File: src/rtl/ad7606_pkg.sv
`default_nettype none
// ============================================================================
// Module      : ad7606_pkg
// Description : Shared types and sizes for the AD7606 acquisition controller.
//               Holds the controller state encoding and the frame geometry
//               (channels per frame, sample width, frame-tag width).
// Revision    : 1.0 - initial release
// ============================================================================
package ad7606_pkg;

    localparam int NUM_CH   = 8;
    localparam int CH_W     = 16;
    localparam int FRAME_W  = 16;
    localparam int CH_IDX_W = $clog2(NUM_CH);

    typedef enum logic [2:0] {
        ST_RST_PULSE = 3'd0,
        ST_SETTLE    = 3'd1,
        ST_IDLE      = 3'd2,
        ST_RUN       = 3'd3,
        ST_STOP      = 3'd4
    } state_e;

endpackage
`default_nettype wire

File: src/rtl/ad7606_frame_buf.sv
`default_nettype none
// ============================================================================
// Module      : ad7606_frame_buf
// Description : Single-frame buffer and serialiser. Captures one 8-channel
//               frame on load_i and emits it ch1..ch8 as a valid/ready
//               word stream carrying channel index and frame tag.
// Ports       : sys_clk, rst      - clock, async active-high reset
//               load_i, data_i    - frame capture strobe and packed samples
//               tag_i             - frame tag stored with the frame
//               m_ready_i         - downstream ready
//               empty_o           - buffer can accept a frame this cycle
//               m_*_o             - stream word, channel, tag, last, valid
// Revision    : 1.0 - initial release
// ============================================================================
module ad7606_frame_buf
    import ad7606_pkg::*;
(
    input  logic                   sys_clk,
    input  logic                   rst,
    input  logic                   load_i,
    input  logic [NUM_CH*CH_W-1:0] data_i,
    input  logic [FRAME_W-1:0]     tag_i,
    input  logic                   m_ready_i,
    output logic                   empty_o,
    output logic [CH_W-1:0]        m_data_o,
    output logic [CH_IDX_W-1:0]    m_ch_o,
    output logic [FRAME_W-1:0]     m_frame_o,
    output logic                   m_last_o,
    output logic                   m_valid_o
);

    logic [NUM_CH-1:0][CH_W-1:0] buf_q;
    logic                        full_q;
    logic [CH_IDX_W-1:0]         ch_q;
    logic [FRAME_W-1:0]          tag_q;

    logic last_word;
    logic xfer;

    assign last_word = full_q && (ch_q == CH_IDX_W'(NUM_CH - 1));
    assign xfer      = full_q && m_ready_i;
    // The final handshake frees the buffer in the same cycle so a frame
    // arriving alongside it is not lost.
    assign empty_o   = !full_q || (xfer && last_word);

    always_ff @(posedge sys_clk or posedge rst) begin
        if (rst) begin
            buf_q  <= '0;
            full_q <= 1'b0;
            ch_q   <= '0;
            tag_q  <= '0;
        end else if (load_i) begin
            buf_q  <= data_i;
            tag_q  <= tag_i;
            ch_q   <= '0;
            full_q <= 1'b1;
        end else if (xfer) begin
            if (last_word) begin
                full_q <= 1'b0;
                ch_q   <= '0;
            end else begin
                ch_q   <= ch_q + CH_IDX_W'(1);
            end
        end
    end

    assign m_data_o  = buf_q[ch_q];
    assign m_ch_o    = ch_q;
    assign m_frame_o = tag_q;
    assign m_last_o  = last_word;
    assign m_valid_o = full_q;

endmodule
`default_nettype wire

File: src/rtl/ad7606_acq_ctrl.sv
`default_nettype none
// ============================================================================
// Module      : ad7606_acq_ctrl
// Description : AD7606 acquisition sequencer. Pulses the ADC reset, waits
//               for settling, gates conversions for continuous or fixed
//               bursts and streams each accepted frame word by word.
// Ports       : sys_clk, rst            - clock, async active-high reset
//               cmd_start, cmd_stop     - acquisition control pulses
//               cfg_os/range/burst_len  - settings latched on start
//               adc_reset/os/range/convst_en - capture block controls
//               adc_read_done, ch_data  - completed frame from capture block
//               m_data/ch/frame/last/valid, m_ready - output word stream
//               busy, overrun           - status
// Revision    : 1.0 - initial release
// ============================================================================
module ad7606_acq_ctrl
    import ad7606_pkg::*;
#(
    parameter int RESET_CYCLES  = 10,
    parameter int SETTLE_CYCLES = 100
)
(
    input  logic                   sys_clk,
    input  logic                   rst,
    input  logic                   cmd_start,
    input  logic                   cmd_stop,
    input  logic [2:0]             cfg_os,
    input  logic                   cfg_range,
    input  logic [15:0]            cfg_burst_len,
    output logic                   adc_reset,
    output logic [2:0]             adc_os,
    output logic                   adc_range,
    output logic                   adc_convst_en,
    input  logic                   adc_read_done,
    input  logic [NUM_CH*CH_W-1:0] ch_data,
    output logic [CH_W-1:0]        m_data,
    output logic [CH_IDX_W-1:0]    m_ch,
    output logic [FRAME_W-1:0]     m_frame,
    output logic                   m_last,
    output logic                   m_valid,
    input  logic                   m_ready,
    output logic                   busy,
    output logic                   overrun
);

    localparam int MAX_CYC = (RESET_CYCLES > SETTLE_CYCLES) ? RESET_CYCLES : SETTLE_CYCLES;
    localparam int CNT_W   = $clog2(MAX_CYC + 1);

    state_e              state_q, state_d;
    logic [CNT_W-1:0]    cnt_q, cnt_d;
    // Set by the first accepted start; distinguishes the power-up settle
    // (ends in IDLE) from an acquisition settle (ends in RUN).
    logic                acq_q;
    logic [2:0]          os_q;
    logic                range_q;
    logic [15:0]         burst_q;
    logic [FRAME_W-1:0]  frame_q;
    logic                overrun_q;

    logic                buf_empty;
    logic                start_ok;
    logic                rd_accept;
    logic                rd_drop;
    logic                burst_done;
    logic [FRAME_W-1:0]  frame_nxt;

    // Stop has priority; a simultaneous start/stop in IDLE does nothing.
    assign start_ok   = (state_q == ST_IDLE) && cmd_start && !cmd_stop;
    assign rd_accept  = (state_q == ST_RUN) && adc_read_done && buf_empty;
    assign rd_drop    = (state_q == ST_RUN) && adc_read_done && !buf_empty;
    assign frame_nxt  = frame_q + FRAME_W'(1);
    assign burst_done = rd_accept && (burst_q != 16'd0) && (frame_nxt == burst_q);

    // ---------------- state register ----------------
    always_ff @(posedge sys_clk or posedge rst) begin
        if (rst) begin
            state_q <= ST_RST_PULSE;
        end else begin
            state_q <= state_d;
        end
    end

    // ---------------- next-state logic ----------------
    always_comb begin
        state_d = state_q;
        case (state_q)
            ST_RST_PULSE: begin
                if (cmd_stop)
                    state_d = ST_STOP;
                else if (cnt_q == CNT_W'(RESET_CYCLES - 1))
                    state_d = ST_SETTLE;
            end
            ST_SETTLE: begin
                if (cmd_stop)
                    state_d = ST_STOP;
                else if (cnt_q == CNT_W'(SETTLE_CYCLES - 1))
                    state_d = acq_q ? ST_RUN : ST_IDLE;
            end
            ST_IDLE: begin
                if (start_ok)
                    state_d = ST_RST_PULSE;
            end
            ST_RUN: begin
                if (cmd_stop || burst_done)
                    state_d = ST_STOP;
            end
            ST_STOP: begin
                if (buf_empty)
                    state_d = ST_IDLE;
            end
            default: state_d = ST_IDLE;
        endcase
    end

    // ---------------- outputs ----------------
    always_comb begin
        adc_reset     = (state_q == ST_RST_PULSE);
        adc_convst_en = (state_q == ST_RUN);
        busy          = (state_q != ST_IDLE);
    end

    // Phase timer: restarts on every state change, only runs in the timed states.
    always_comb begin
        cnt_d = '0;
        if ((state_q == ST_RST_PULSE || state_q == ST_SETTLE) && (state_d == state_q))
            cnt_d = cnt_q + CNT_W'(1);
    end

    always_ff @(posedge sys_clk or posedge rst) begin
        if (rst) begin
            cnt_q <= '0;
        end else begin
            cnt_q <= cnt_d;
        end
    end

    // Configuration, frame counter and overrun flag.
    always_ff @(posedge sys_clk or posedge rst) begin
        if (rst) begin
            acq_q     <= 1'b0;
            os_q      <= 3'd0;
            range_q   <= 1'b0;
            burst_q   <= 16'd0;
            frame_q   <= '0;
            overrun_q <= 1'b0;
        end else if (start_ok) begin
            acq_q     <= 1'b1;
            os_q      <= cfg_os;
            range_q   <= cfg_range;
            burst_q   <= cfg_burst_len;
            frame_q   <= '0;
            overrun_q <= 1'b0;
        end else begin
            if (rd_accept)
                frame_q <= frame_nxt;
            if (rd_drop)
                overrun_q <= 1'b1;
        end
    end

    assign adc_os    = os_q;
    assign adc_range = range_q;
    assign overrun   = overrun_q;

    ad7606_frame_buf u_frame_buf (
        .sys_clk   (sys_clk),
        .rst       (rst),
        .load_i    (rd_accept),
        .data_i    (ch_data),
        .tag_i     (frame_nxt),
        .m_ready_i (m_ready),
        .empty_o   (buf_empty),
        .m_data_o  (m_data),
        .m_ch_o    (m_ch),
        .m_frame_o (m_frame),
        .m_last_o  (m_last),
        .m_valid_o (m_valid)
    );

endmodule
`default_nettype wire

File: config.mk
export PLATFORM = sky130hd
export DESIGN_NAME = ad7606_acq_ctrl
export DESIGN_NICKNAME = d
export VERILOG_FILES = /design/src/rtl/ad7606_pkg.sv /design/src/rtl/ad7606_frame_buf.sv /design/src/rtl/ad7606_acq_ctrl.sv
export SDC_FILE = /design/constraint.sdc
export NUM_CORES = 1
export LEC_CHECK = 0
export BUFFER_PORTS_ARGS = -buffer_cell sky130_fd_sc_hd__buf_4
export CORE_ASPECT_RATIO = 1.25
export CORE_MARGIN = 2
export CORE_UTILIZATION = 55
export CTS_BUF_LIST = sky130_fd_sc_hd__clkbuf_8
export CTS_CLUSTER_SIZE = 25
export DETAILED_ROUTE_END_ITERATION = 7
export GPL_TIMING_DRIVEN = 0
export PLACE_DENSITY_LB_ADDON = 0.05
export SYNTH_ARGS = -nofsm -noshare
export SYNTH_HDL_FRONTEND = slang
export SYNTH_SLANG_ARGS = --single-unit
File: constraint.sdc
create_clock -name sys_clk -period 8.94 [get_ports sys_clk]
set_input_delay 2.682 -clock sys_clk [delete_from_list [all_inputs] [get_ports sys_clk]]
set_output_delay 2.682 -clock sys_clk [all_outputs]
set_load 0.05 [all_outputs]
[Word level (Yosys, flattened, before mapping)]
Cells that the tools add are included.
Operators by class
  add/subtract/negate cells: 3
  order comparisons: 1
  equal/unequal tests: 10
  muxes and demuxes: 22
  reductions and logical operators: 24
Operator list (number)
  16-bit binary-select mux with 3-bit select: 1
  16-bit 2-to-1 mux: 3
  3-bit 2-to-1 mux: 10
  16-bit by 1-bit adder with 16-bit output (second input constant): 1
  16-bit == test: 1
  16-bit nonzero test: 1
  3-bit case mux with 5 select lines: 1
  1-bit logical AND: 11
  2-bit nonzero test: 4
  7-bit by 1-bit adder with 7-bit output (second input constant): 1
  7-bit by 4-bit == test with 1-bit output (second input constant): 1
  7-bit == test (second input constant): 1
  7-bit 2-to-1 mux: 1
  3-bit by 2-bit == test with 1-bit output (second input constant): 2
  3-bit == test (second input constant): 2
  1-bit 2-to-1 mux: 6
  3-bit by 4-bit < comparator with 1-bit output (second input constant): 1
  3-bit by 1-bit adder with 3-bit output (second input constant): 1
  3-bit by 1-bit == test with 1-bit output (second input constant): 1
  3-bit == test: 1
  1-bit logical NOT: 3
  3-bit logical NOT: 1
  1-bit logical OR: 3
  3-bit by 2-bit inequality test with 1-bit output (second input constant): 1
  2-bit AND reduction: 1
Word-level totals
  register bits after elaboration: 196
  input bits: 154
  output and inout port bits: 45
  word-level logic and storage cells: 79

[Logic depth before layout (Yosys ltp)]
Gate-level depths: netlist of run 1.
  depth after elaboration: 13
  depth in mapped cells: 9
  gate-level depth less buffers: 8

[By module]
From an unflattened synthesis of run 1, not the netlist that was laid out.
Second synthesis, totals
  cell total of the unflattened synthesis: 662
  area total of the unflattened synthesis: 9315.2 sq um
Modules (own cells, without submodules)
  ad7606_frame_buf: instances 1, cells an instance 383, area an instance 6588.8 sq um, sequential area each 3703.6 sq um
  ad7606_acq_ctrl: instances 1, cells an instance 279, area an instance 2726.4 sq um, sequential area each 1201.2 sq um

[Worst setup path after synthesis of run 1]
Ideal clock, no wire load.
  path type: register to output
  start point: reg u_frame_buf.ch_q[0] (netlist: u_frame_buf.m_ch_o[0])
  end point: out m_data[0]
  arrival time: 2.185 ns
  data required time: 6.258 ns
  setup slack: 4.073 ns
  cell stages (with the launch flop): 5
  path buffers: 2
  path through: dfrtp_1 clkbuf_1 buf_2 mux4_2 mux2_2
On the way
  word-level cells in the longest chain between the ends: 2
Ends and longest elaborated chain
  start: declaration: line ad7606_frame_buf.sv:34  | logic [CH_IDX_W-1:0] ch_q;
  start signal: assignment: line ad7606_frame_buf.sv:62  | ch_q <= ch_q + CH_IDX_W'(1);
  16-bit binary-select mux with 3-bit select: line ad7606_frame_buf.sv:67  | assign m_data_o = buf_q[ch_q];
  16-bit 2-to-1 mux (not written as such): line ad7606_frame_buf.sv:67
  end: declaration: line ad7606_acq_ctrl.sv:36  | output logic [CH_W-1:0] m_data,
Every way passes these cells. The select of a mux whose other input is x is not followed.

[Worst setup path after layout of run 1]
  start point: reg u_frame_buf.ch_q[0] (netlist: u_frame_buf.m_ch_o[0])
  end point: out m_data[13]
Same word-level chain as after synthesis.

==> out/summary.log, run 1 <==
[outcome] status complete, no violations
[sta] final clock skew 0.0138 ns
[sta] number of slew-limit violations in the final report 0
[clock_tree] number of gates resized after CTS 0
[floorplanning] starting utilization of the core area 56.2%
[synthesis] portion of synthesized cell area occupied by the leading cell type 52.0%
[floorplanning] Ports 199
[sta] Highest Clock Rate 183 MHz
[synthesis] share of synthesized area spent on multiplexers 12.2%
[synthesis] count of warnings emitted by yosys 0
[route] Residual DRC 0
[clock_tree] number of buffers inserted to repair setup after CTS 0
[synthesis] post-synthesis simple-gate area fraction 24.5%
[min_path] Tightest Hold Check Type reg -> reg
[critical_path] cell at the slowest stage of the critical path mux4_2
[critical_path] critical path endpoint category primary output
[critical_path] required time at the endpoint of the critical path 6.26 ns
[route] mean number of vias per cell 5.32
[clock_tree] register clock-pin slew on the reported worst setup and hold paths 0.09 ns
[critical_path] Slowest Stage Delay on Critical Path 0.62 ns
[global_route] initial antenna violation count 0
[global_route] pin count of the biggest net entering global routing 133
[route] count of nets left with antenna violations after detail routing 0
[pwr] power density cells 160 nW/um^2
[floorplanning] y dimension of the die 150 um
[pwr] Leak 0.00608 uW
[floorplanning] die area 18200 sq um
[floorplanning] core region area 16800 sq um
[cells_and_area] layout cell share with drive strength beyond 1 27.9%
[synthesis] number of nets in the synthesized netlist 1136
[route] wire length per cell after detailed routing 17.6 um
[place] worst setup slack after placement 3.97 ns
[sta] total of endpoints with negative setup slack in the final report 0
[critical_path] Worst Path Max Fanout 10
[clock_tree] Max clock buf depth 2
[synthesis] main combinational cell family by area after synthesis simple AND/OR/NAND/NOR gates
[sta] Hold Fails Final Rpt 0
[job] Max-Cap Viols 0
[route] via total after detailed routing 7586
[synthesis] Seq cells post-synth 196
[critical_path] Worst Setup Start Kind flop
[clock_tree] TritonCTS clock tree yes
[cells_and_area] post-route standard cell area excluding fillers 11600 sq um
[clock_tree] CTS H-Tree Depth 4
[synthesis] dominant register cell in the synthesized netlist dfrtp_1
[sta] worst slew pin tran 0.739 ns
[synthesis] cell count after synthesis 977
[critical_path] CP bufs+invs 3
[synthesis] compound-cell area share of the yosys netlist 2.69%
[cells_and_area] final net count 1354
[synthesis] Avg Cell Area, Syn 9.65 sq um
[synthesis] arithmetic-cell share of the synthesized area counting full adders, half adders and majority gates 0.663%
[sta] final setup margin 3.47 ns
[floorplanning] standard-cell rows 53
[cells_and_area] layout-stage area growth over the synthesis result 22.9%
[clock_tree] hold_buf cts 0
[floorplanning] die width 121 um
[sta] Max transition margin 50.7%
[critical_path] crit-path cells clkbuf_1 -> buf_2 -> mux4_2 -> mux2_2 -> buf_4
[route] Detailed Route WL 25100 um
[synthesis] post-synth top area cell dfrtp_1
[synthesis] count of flip-flops with a built-in enable after synthesis 0
[synthesis] post-synth cell types 52
[global_route] wire length of the first global-routing pass 39700 um
[synthesis] share of synthesized flip-flops with an asynchronous set or reset 100%
[cells_and_area] count of filler cells inserted in the layout 1375
[sta] post-layout minimum cycle time 5.47 ns
[route] Iteration-0 DRC Markers 624
[critical_path] data arrival time of the worst path 2.79 ns
[place] half-perimeter wire length after placement 18800 um
[synthesis] cell area after technology mapping 9430 sq um
[pwr] maximum resistive drop on vdd 0.205 mV
[global_route] via count of the first global-routing pass 7758
[sta] fin crit share 61.2%
[clock_tree] total CTS buffers 17
[synthesis] XOR/XNOR Fraction of Synth Area 4.56%
[sta] RSZ-0062 raised after global routing false
[global_route] final global-route overflow total 0
[place] GP Congestion 0.845
[synthesis] top cells by area in the synthesized netlist dfrtp_1 (52%), nand2_1 (17%), mux4_2 (7.6%)
[place] total of buffers placed on input and output ports 198
[clock_tree] worst-skew pair later-pin latency 0.47 ns
[synthesis] register area share after synthesis 52.0%
[clock_tree] root buffer selected by CTS clkbuf_8
[route] Detailed Routing Iterations Pass 1 5
[critical_path] Worst Path Class, Setup reg -> out
[global_route] Tot GR Track Use 28.9%
[clock_tree] number of sinks on the clock net 196
[cells_and_area] Diodes inserted 0
[pwr] Design Power 1860 uW
[critical_path] family with the most delay on the worst path buffers and inverters
[place] placed standard-cell area 11200 sq um
state kept, by name, summed over array words and instances (netlist names), 3 cells and up:
register / cells
frame_q: 16
u_frame_buf.m_frame_o: 16
burst_q: 16
state_q: 3
u_frame_buf.buf_q: 128
u_frame_buf.m_ch_o: 3
cnt_q: 7
adc_os: 3
cell families after synthesis:
| family | Yosys count |
|---|---|
| buffers and inverters | 67 |
| adder cells (fa/ha/maj) | 5 |
| AO/OA/AOI/OAI | 41 |
| AND/OR/NAND/NOR | 552 |
| multiplexers | 70 |
| flip-flops | 196 |
| XOR/XNOR | 46 |
layout make-up:
cell class                      count  area (sq um)  share of cell area [%]
Inverter                            4          22.5                   0.194
Clock buffer                       18           248                    2.14
Sequential cell                   196          4900                    42.3
Tap cell                          220           275                    2.38
Clock inverter                     13           114                   0.983
Buffer                             63           309                    2.67
Timing Repair Buffer              199          1510                    13.1
Multi-Input combinational cell    714          4200                    36.3
cells in the mapped netlist, types with 6 or more instances:
cell      number
mux4_2        32
buf_1          6
a21oi_1       14
nand4_1       10
xnor2_1       22
nor3_1         8
buf_2         25
clkbuf_1      24
mux2_2        38
nor2b_1        9
and2_1         9
nor2_1        55
nand3_1       10
o21ai_0        8
dfrtp_1      196
xor2_1        22
and3_1         9
nand2_1      416
placed cells by master (no fill, tap or decap), drive strengths merged, types with 2 or more instances in the layout:
cell type / count
clkbuf: 42
mux4: 32
nand4: 11
buf: 238
or2: 3
or4: 2
nor2b: 9
a21oi: 14
nand4b: 4
and4: 3
a22o: 2
o22ai: 2
dfrtp: 196
a31oi: 3
and3: 9
o21ai: 9
and2: 9
nor4: 5
xor2: 22
clkinvlp: 3
nand2: 416
xnor2: 22
ha: 5
nor3: 8
mux2: 38
xnor3: 2
inv: 7
nor2: 55
a21o: 2
clkinv: 6
nand3: 10
per-layer routing:
layer / part of all wire [%] / global-route usage [%]
met2: 51 / 49.4
met3: 5.6 / 5.76
met4: 3.6 / 12.2
met1: 39 / 35.8
met5: 0 / 0
final timing paths:
path | from | end | slack, ns | cells after the start
max in group asynchronous | rst | u_frame_buf.buf_q[13]$_DFFE_PP0P_ | 5.68 | 3
max | u_frame_buf.m_ch_o[0]$_DFFE_PP0P_ | m_data[13] | 3.47 | 5
max reg2reg | u_frame_buf.m_ch_o[0]$_DFFE_PP0P_ | u_frame_buf.buf_q[7]$_DFFE_PP0P_ | 6.22 | 9
min in group asynchronous | rst | u_frame_buf.m_frame_o[4]$_DFFE_PP0P_ | 2.24 | 2
min | u_frame_buf.buf_q[124]$_DFFE_PP0P_ | u_frame_buf.buf_q[124]$_DFFE_PP0P_ | 0.48 | 2
min reg2reg | u_frame_buf.buf_q[124]$_DFFE_PP0P_ | u_frame_buf.buf_q[124]$_DFFE_PP0P_ | 0.48 | 2
worst register-to-register path, stage by stage, from the launching register on:
cell	delay, ns
dfrtp_1	0.44
ha_1	0.18
ha_1	0.21
a21boi_0	0.16
nor2_1	0.32
buf_2	0.31
buf_2	0.29
clkbuf_1	0.52
nand2_1	0.12
nand2_1	0.10
where the power goes:
group          switching, uW  internal (uW)
logic                    166            157
clock network            314            226
registers               55.8            938
metrics by stage:
stage / util, % / instances / setup TNS, ns / hold slack (ns)
4_1_cts: 69.1 / 1427 / 0 / 0.480
2_1_floorplan: - / 977 / 0 / 0.440
3_3_place_gp: 66.7 / 1395 / -252.99 / 0.452
5_1_grt: 69.1 / 1427 / 0 / 0.499
3_5_place_dp: 66.9 / 1396 / 0 / 0.457
6_report: 69.1 / 1427 / 0 / 0.476
(Power assumes the default switching activity.)
==> run 2: changes to the inputs <==
Clock period 8.94 ns to 5.7 ns, I/O delays scaled along.
==> out/summary.log, run 2 (synthesized netlist as in run 1, its figures left out) <==
[outcome] status complete, no violations
[route] Detailed Route WL 25200 um [+0.46%]
[cells_and_area] final standard cell count with taps included and fillers excluded 1432 [+0.35%]
[sta] number of slew-limit violations in the final report 0 [unchanged]
[clock_tree] number of sinks on the clock net 196 [unchanged]
[pwr] net switching power 890 uW [+66%]
[floorplanning] Ports 199 [unchanged]
[critical_path] Worst Setup Start Kind flop
[cells_and_area] most frequent standard cell in the layout excluding fill and tap cells nand2_1
[global_route] wire length of the first global-routing pass 39600 um [-0.49%]
[route] Detailed Routing Iterations Pass 1 5 [unchanged]
[sta] Hold Worst Slack 0.477 ns [+0.000919 ns]
[critical_path] critical path endpoint category primary output
[global_route] via count of the first global-routing pass 7917 [+2.0%]
[sta] RSZ-0062 raised after global routing false
[floorplanning] core region area 16800 sq um [unchanged]
[route] via total after detailed routing 7672 [+1.1%]
[critical_path] Worst Path Class, Setup reg -> out
[critical_path] launch instance of the worst register-to-register path u_frame_buf.m_ch_o[0]$_DFFE_PP0P_
[sta] fin crit share 78.4%
[global_route] initial antenna violation count 0 [unchanged]
[clock_tree] root buffer selected by CTS clkbuf_8
[clock_tree] number of buffers inserted to repair setup after CTS 0 [unchanged]
[sta] final clock skew 0.0129 ns [-0.000886 ns]
[floorplanning] standard-cell rows 53 [unchanged]
[floorplanning] y dimension of the die 150 um [unchanged]
[clock_tree] Max clock buf depth 2 [unchanged]
[route] Residual DRC 0 [unchanged]
[critical_path] data arrival time of the worst path 2.76 ns [-0.03 ns]
[critical_path] capture point of the critical path m_data[10]
[pwr] maximum resistive drop on vdd 0.239 mV [+16%]
[pwr] combinational power share 17.3% [about the same]
[pwr] Leak 0.00613 uW [+0.80%]
[pwr] power density cells 255 nW/um^2 [+59%]
[cells_and_area] layout cell share with drive strength beyond 1 28.4% [+0.46 points]
[cells_and_area] Diodes inserted 0 [unchanged]
[cells_and_area] final net count 1358 [+0.30%]
[sta] Setup TNS 0 ns [unchanged]
[cells_and_area] count of filler cells inserted in the layout 1400 [+1.8%]
[global_route] pin count of the biggest net entering global routing 41 [-69%]
[route] Iteration-0 DRC Markers 496 [-21%]
[min_path] Tightest Hold Check Type reg -> reg
[critical_path] cell at the slowest stage of the critical path mux4_2
[critical_path] Worst Path Max Fanout 10 [unchanged]
[place] number of cells in the design after placement 1400 [+0.29%]
[sta] Max transition margin 50.7% [-0.054 points]
[cells_and_area] number of flip-flops in the largest register 128 [unchanged]
[place] total of buffers placed on input and output ports 198 [unchanged]
[critical_path] launch point of the critical path u_frame_buf.m_ch_o[0]$_DFFE_PP0P_
[cells_and_area] layout-stage area growth over the synthesis result 23.9%
[floorplanning] die area 18200 sq um [unchanged]
[critical_path] Register-to-Register Path Depth 9 [unchanged]
[route] mean number of vias per cell 5.36 [+0.78%]
[pwr] clock group share of total power 30.4% [+1.3 points]
[global_route] final global-route overflow total 0 [unchanged]
[clock_tree] total CTS buffers 17 [unchanged]
[job] Max-Cap Viols 0 [unchanged]
[sta] post-layout minimum cycle time 4.47 ns
[floorplanning] die width 121 um [unchanged]
[place] half-perimeter wire length after placement 19200 um [+2.3%]
[place] GP Congestion 0.879 [+4.0%]
[pwr] sequential share of power 52.3% [-1.2 points]
[clock_tree] CTS H-Tree Depth 4 [unchanged]
[global_route] Tot GR Track Use 28.8% [-0.053 points]
[place] worst setup slack after placement 1.71 ns [-2.27 ns]
[clock_tree] hold_buf cts 0 [unchanged]
[cells_and_area] most frequent cells in the layout nand2_1 (416), buf_4 (203), dfrtp_1 (196)
[floorplanning] starting utilization of the core area 56.2% [unchanged]
[clock_tree] register clock-pin slew on the reported worst setup and hold paths 0.10 ns [about the same]
[sta] total of endpoints with negative setup slack in the final report 0 [unchanged]
[critical_path] required time at the endpoint of the critical path 3.99 ns [-2.27 ns]
[sta] final setup margin 1.23 ns [-2.24 ns]
[clock_tree] worst-skew pair later-pin latency 0.46 ns [about the same]
[route] count of nets left with antenna violations after detail routing 0 [unchanged]
[critical_path] worst flop-to-flop path endpoint u_frame_buf.buf_q[7]$_DFFE_PP0P_
[critical_path] Slowest Stage Delay on Critical Path 0.61 ns [about the same]
[pwr] Internal Dissipation 2090 uW [+58%]
[clock_tree] TritonCTS clock tree yes
[sta] Highest Clock Rate 224 MHz
[critical_path] Reg2Reg Setup Slack 3.04 ns [-3.18 ns]
[cells_and_area] register containing the most flip-flops in the final layout u_frame_buf.buf_q
[pwr] switching share of power 29.9% [+1.0 points]
[critical_path] crit-path cells clkbuf_1 -> buf_2 -> mux4_2 -> mux2_2 -> buf_4
[clock_tree] number of gates resized after CTS 0 [unchanged]
[sta] Hold Fails Final Rpt 0 [unchanged]
[sta] worst slew pin tran 0.740 ns [+0.000811 ns]
[route] wire length per cell after detailed routing 17.6 um [+0.11%]
[run 2: changes by cell type in the layout (fill, tap and decap cells not counted)]
cell / delta
clkinvlp_4: -2
clkbuf_8: -1
buf_16: -1
inv_1: -2
clkinv_2: -1
inv_8: +3
buf_12: +5
inv_6: +4
[run 2: layout make-up]
cell class	count	area, sq um	share of cell area, %
repair buffers	203	1590	13.6
multi-input cells	714	4200	35.9
plain buffers	63	309	2.64
clock inverters	15	159	1.36
inverters	4	18.8	0.161
flip-flops and latches	196	4900	42.0
clock buffers	17	234	2.00
well taps	220	275	2.35
[run 2: worst max-delay path: cells and delay by family, from the launching register on]
family / cells / cell delay [ns]
buffers and inverters: 3 / 0.97
muxes: 2 / 0.89
DFF: 1 / 0.43
[run 2: metrics by stage]
stage | utilization [%] | power (uW) | area [sq um]
3_5_place_dp | 67.3 | 2100 | 11300
3_3_place_gp | 66.7 | 2080 | 11200
2_1_floorplan | - | 1890 | 9430
5_1_grt | 69.7 | 3110 | 11700
4_1_cts | 69.7 | 3000 | 11700
6_report | 69.7 | 2980 | 11700
[run 2: how the worst min path moves through the flow]
stage                                                  start                            endpoint  slack (ns)  depth (start not counted)
after global placement    u_frame_buf.buf_q[100]$_DFFE_PP0P_  u_frame_buf.buf_q[100]$_DFFE_PP0P_        0.45                          2
after global routing      u_frame_buf.buf_q[107]$_DFFE_PP0P_  u_frame_buf.buf_q[107]$_DFFE_PP0P_        0.50                          2
after detailed placement   u_frame_buf.buf_q[44]$_DFFE_PP0P_   u_frame_buf.buf_q[44]$_DFFE_PP0P_        0.46                          2
after floorplan           u_frame_buf.buf_q[100]$_DFFE_PP0P_  u_frame_buf.buf_q[100]$_DFFE_PP0P_        0.44                          2
after CTS                  u_frame_buf.buf_q[44]$_DFFE_PP0P_   u_frame_buf.buf_q[44]$_DFFE_PP0P_        0.48                          2
final                     u_frame_buf.buf_q[120]$_DFFE_PP0P_  u_frame_buf.buf_q[120]$_DFFE_PP0P_        0.48                          2
[run 2: per-layer routing]
metal / vias to the layer above / part of all wire, % / GRT usage [%]
li1: 3645 / - / -
met1: 3724 / 39 / 34.8
met2: 250 / 52 / 50.2
met3: 53 / 5.7 / 5.45
met4: 0 / 3.9 / 12.7
met5: - / 0 / 0
[run 2: power groups by stage]
stage          logic, uW  clock network (uW)  registers, uW
2_1_floorplan        280                   0           1610
3_3_place_gp         499                   0           1580
3_5_place_dp         515                   0           1590
4_1_cts              517                 923           1560
5_1_grt              559                 975           1570
6_report             514                 906           1560
